### config.mk
export PLATFORM = sky130hd
export DESIGN_NAME = uart_tx_ctrl
export DESIGN_NICKNAME = d
export VERILOG_FILES = /design/src/rtl/uart_pkg.sv /design/src/rtl/uart_baud_tick.sv /design/src/rtl/uart_tx_ctrl.sv
export SDC_FILE = /design/constraint.sdc
export NUM_CORES = 1
export LEC_CHECK = 0
export BUFFER_PORTS_ARGS = -buffer_cell sky130_fd_sc_hd__buf_2
export CORE_UTILIZATION = 40
export CTS_CLUSTER_SIZE = 16
export DETAILED_ROUTE_END_ITERATION = 16
export GPL_TIMING_DRIVEN = 0
export PLACE_DENSITY = 0.63
export SLEW_MARGIN = 20
export SYNTH_ARGS = -nofsm -noshare
export SYNTH_HDL_FRONTEND = slang
export SYNTH_HIERARCHICAL = 1
export SYNTH_SLANG_ARGS = --single-unit
### constraint.sdc
create_clock -name clk -period 2.7 [get_ports clk]
set_input_delay 0.27 -clock clk [delete_from_list [all_inputs] [get_ports clk]]
set_output_delay 0.27 -clock clk [all_outputs]
set_load 0.005 [all_outputs]
### src/rtl/uart_pkg.sv
// uart_pkg: shared state type, line levels and frame-length helper for the UART transmitter
package uart_pkg;
  typedef enum logic [2:0] {IDLE, START, DATA, PARITY, STOP} tx_state_t;
  localparam logic LINE_IDLE = 1'b1;
  localparam logic START_BIT = 1'b0;
  function automatic int frame_bits(input int data_w, input int stop_bits, input int parity);
    return 1 + data_w + parity + stop_bits;
  endfunction
endpackage

### src/rtl/uart_baud_tick.sv
// uart_baud_tick: bit-period counter emitting a one-cycle tick on the last clk of each bit
module uart_baud_tick
  import uart_pkg::*;
#(
  parameter int CLKS_PER_BIT = 10417
) (
  input  logic clk,
  input  logic reset,
  input  logic clr,
  input  logic en,
  output logic tick
);
  localparam int CW = $clog2(CLKS_PER_BIT);
  localparam logic [CW-1:0] LAST = CW'(CLKS_PER_BIT - 1);
  logic [CW-1:0] cnt;
  assign tick = en && cnt == LAST;
  always_ff @(posedge clk) begin
    if (reset || clr) cnt <= '0;
    else if (en) cnt <= tick ? '0 : cnt + CW'(1);
  end
endmodule

### src/rtl/uart_tx_ctrl.sv
// uart_tx_ctrl: frames and serialises a byte for the TX output mux; parity via UART_TX_PARITY_EN
module uart_tx_ctrl
  import uart_pkg::*;
#(
  parameter int CLKS_PER_BIT = 10417,
  parameter int DATA_W       = 8,
  parameter int STOP_BITS    = 1
) (
  input  logic              clk,
  input  logic              reset,
  input  logic              tx_start,
  input  logic [DATA_W-1:0] data_in,
  output logic              out_dff,
  output logic              sel,
  output logic              busy,
  output logic              tx_done
);
`ifdef UART_TX_PARITY_EN
  localparam int P = 1;
  localparam tx_state_t AFTER_DATA = PARITY;
`else
  localparam int P = 0;
  localparam tx_state_t AFTER_DATA = STOP;
`endif
  localparam int FW = frame_bits(DATA_W, STOP_BITS, P);
  localparam int BW = $clog2(DATA_W + 1);
  tx_state_t state, state_n;
  logic [FW-1:0] shreg, frame;
  logic [BW-1:0] bit_cnt;
  logic tick, accept, last_data, last_stop;
  assign accept    = state == IDLE && tx_start;
  assign last_data = bit_cnt == BW'(DATA_W - 1);
  assign last_stop = bit_cnt == BW'(STOP_BITS - 1);
`ifdef UART_TX_PARITY_EN
  assign frame = {{STOP_BITS{LINE_IDLE}}, ^data_in, data_in, START_BIT};
`else
  assign frame = {{STOP_BITS{LINE_IDLE}}, data_in, START_BIT};
`endif
  uart_baud_tick #(.CLKS_PER_BIT(CLKS_PER_BIT)) u_tick (
    .clk   (clk),
    .reset (reset),
    .clr   (accept),
    .en    (state != IDLE),
    .tick  (tick)
  );
  always_comb begin
    state_n = state;
    case (state)
      IDLE:    state_n = tx_start ? START : IDLE;
      START:   state_n = tick ? DATA : START;
      DATA:    state_n = tick && last_data ? AFTER_DATA : DATA;
`ifdef UART_TX_PARITY_EN
      PARITY:  state_n = tick ? STOP : PARITY;
`endif
      STOP:    state_n = tick && last_stop ? IDLE : STOP;
      default: state_n = IDLE;
    endcase
  end
  // bit_cnt restarts on every state change so it indexes data bits, then stop bits
  always_ff @(posedge clk) begin
    if (reset) begin
      state   <= IDLE;
      bit_cnt <= '0;
      shreg   <= '1;
    end else begin
      state <= state_n;
      if (accept) begin
        shreg   <= frame;
        bit_cnt <= '0;
      end else if (tick) begin
        shreg   <= {LINE_IDLE, shreg[FW-1:1]};
        bit_cnt <= state_n != state ? '0 : bit_cnt + BW'(1);
      end
    end
  end
  assign out_dff = shreg[0];
  assign sel     = state == IDLE;
  assign busy    = state != IDLE;
  assign tx_done = state == STOP && tick && last_stop;
endmodule

==> results.toml <==
[detailed_routing]
ant_nets = 0
drt_pre_antenna_iters = 4
drc = 0
via_per_inst = 5.29
vias = 1424
wl_per_cell_um = 13.3
first_iter_violations = 99
finalWirelength_um = 3590

[cts]
htreeDepth = 2
clk_latency_ps = 280
cts_sinks = 30
cts_hold_buf = 0
clock_path_buffers = 2
cts_buffers = 5
root_buffer = "clkbuf_8"
cts.clk_slew.worst_paths_ps = 60
cts_tree = "built"

[timing]
setup_viol = 2
worst_slew_pin_slew_ps = 396
worst_clock_skew_ps = 6.60
rsz0062_at_grt = "true"
fin_ws_ps = -104
fmax_ghz = 0.357
hold_violations = 0
post-route-period-util = 1.04
slew_viol_final = 0
slew_headroom = 0.734
hold_ws_ps = 241
finalCriticalPeriod_ps = 2800

[synth]
netlist_instances = 179
synthesis.nets = 194
netlist_area_um2 = 1570
synth_seq_cells = 30
yosysSeqAreaShare = 0.382
ys_warn_count = 6
ys_types = 39
syn_avg_cell_area_um2 = 8.78

[global_route]
grt_pass1_wl_um = 6190
gr-usage-all-layers = 0.193
first_global_vias = 1416
globalRouteOverflowTotal = 0
grt_start_max_net_pins = 12
grt_antenna_before_repair = 0

[final_layout]
final_cell_mix = "29 x nor2_1, 27 x dfxtp_1, 22 x buf_4"
antennaDiodeCount = 0
final_common_cell = "nor2_1"
syn_to_final_growth_pct = 26.7
fin_util = 0.536
nNetsFinal = 235
final_cells = 269
layout-drive-gt1-share = 0.285

[hold_path]
hold_class = "in -> reg"
worstHoldStart = "data_in[3]"

[die]
coreArea_um2 = 3720
chipHeight_um = 64.7
rows = 22
initial_utilization = 0.423
dieWidth_um = 64.7
die_area_um2 = 4180
io_pins = 15

[setup_path]
cp.arrival_ps = 2530
cpPeakStageDelay_ps = 550
critPathMaxFanout = 3
r2r_start = "state[0]"
cp-start-kind = "flop"
r2r_cells = 11
crit_type = "reg -> out"
crit_slowest_cell = "or4_4"
crit_path_end_kind = "output pin"
cp.buffers_inverters = 4
reg2reg_to = "bit_cnt[2]"
crit_cells = 9
cp_cell_sequence = "nor3_4 -> inv_2 -> buf_6 -> or4b_4 -> or4_4 -> inv_4 -> and4bb_4 -> nor4bb_4 -> buf_2"
cp-startpoint = "state[0]"
cp-endpoint = "tx_done"
cp_data_required_time_ps = 2430
r2r_slack_ps = 70
crit_family = "simple AND/OR/NAND/NOR gates"

[placement]
io_buffers = 14
gp_congestion = 0.830
dpl_worst_slack_ps = -307
dp_hpwl_um = 2240
dp.cells = 241

[flow_run]
drv_cap = 0

[power]
max-vdd-ir-drop_mv = 0.214
power.density_nw_per_um2 = 476
finalPower_mw = 0.947
p_leak_nw = 0.761

[outcome]
violations = "setup timing"
outcome = "complete, but fails checks"
-- flip-flops by register name (all words and copies together), names as in the netlist --
signal,flops
shreg,9
bit_cnt,4
u_tick/cnt,14
state,3
-- stage by stage --
stage               instance area, µm²  setup TNS (ps)
floorplan                         1580               0
global placement                  1710           -1390
detailed placement                1710           -2450
CTS                               1980           -66.0
global route                      1990            -308
finish                            1990            -146
-- area by class of cell --
cell class                      count  area, µm²
Fill cell                         347       1730
Multi-Input combinational cell    131        901
Sequential cell                    30        607
Timing Repair Buffer               37        246
Clock buffer                        7       86.3
Tap cell                           48       60.1
Buffer                              5       45.0
Inverter                           10       40.0
Clock inverter                      1       5.00
-- Yosys cell counts --
cell | number | area [µm²]
nand2_4 | 1 | 11.3
nor3_2 | 1 | 10.0
a211oi_1 | 7 | 52.6
nor3b_1 | 2 | 15.0
nor4bb_1 | 1 | 10.0
nand2_1 | 7 | 26.3
dfxtp_1 | 30 | 601
nand3_1 | 5 | 25.0
mux2i_1 | 1 | 10.0
a211oi_2 | 1 | 12.5
or4_4 | 1 | 11.3
o21ai_0 | 2 | 10.0
inv_1 | 9 | 33.8
nor4_1 | 4 | 25.0
and4bb_4 | 1 | 16.3
nand2b_1 | 5 | 31.3
a31oi_1 | 3 | 18.8
inv_2 | 1 | 3.75
nand4_1 | 5 | 31.3
buf_6 | 1 | 11.3
a2111oi_4 | 1 | 27.5
nor2_1 | 29 | 109
and4bb_2 | 1 | 12.5
buf_4 | 2 | 15.0
o211ai_1 | 2 | 15.0
buf_8 | 1 | 15.0
buf_2 | 1 | 5.00
nor2b_1 | 3 | 18.8
o21bai_1 | 9 | 67.6
and2b_1 | 6 | 45.0
clkbuf_1 | 3 | 11.3
a21boi_0 | 1 | 7.51
nor3_1 | 8 | 40.0
or4b_1 | 2 | 20.0
xor2_1 | 3 | 26.3
xnor2_1 | 10 | 87.6
ha_1 | 4 | 50.1
nand4b_1 | 2 | 17.5
a21oi_1 | 3 | 15.0
-- how the worst min path moves through the flow --
stage,endpoint,cells after the start
CTS,state[0],2
finish,shreg[4],3
floorplan,state[0],1
global route,shreg[4],3
detailed placement,shreg[8],2
global placement,bit_cnt[1],2
-- cell families (layout without fill, tap and decap cells) --
logic type / Yosys count / in the layout / share of synthesized area
AND/OR/NAND/NOR: 84 / 84 / 0.303
flip-flops: 30 / 30 / 0.382
AO/OA/AOI/OAI: 29 / 29 / 0.144
buffers and inverters: 18 / 60 / 0.0605
XOR/XNOR: 13 / 13 / 0.0725
adder cells (fa/ha/maj): 4 / 4 / 0.0318
multiplexers: 1 / 1 / 0.00637
-- worst reg2reg max path, cell delays in order, from the launching register on --
cell	delay, ps
dfxtp_4	360
nor3_4	50
inv_2	70
buf_6	100
or4b_4	440
or4_4	550
inv_4	80
buf_4	150
nand4b_1	130
and4bb_2	300
o21ai_0	180
a31oi_1	100
-- power by group --
group          leakage (nW)  switching (mW)  internal [mW]
clock network        0.0482           0.167          0.205
logic                 0.468          0.0527         0.0612
registers             0.245         0.00709          0.454
-- repair_timing --
item | 4_1_cts | 5_1_grt
resized for setup | 11 | 7
pin swaps | 2 | 4
endpoints found under the setup margin | 15 | 12
setup buffers | 19 | 4
hold endpoints to repair | 0 | 0
-- metal layers --
layer | GRT usage | vias to the layer above | part of all wire
li1 | - | 703 | -
met1 | 0.216 | 671 | 0.43
met2 | 0.337 | 44 | 0.50
met3 | 0.0546 | 6 | 0.049
met4 | 0.0861 | 0 | 0.016
met5 | 0 | - | 0
Note: power is estimated with default switching activity, not from simulation.
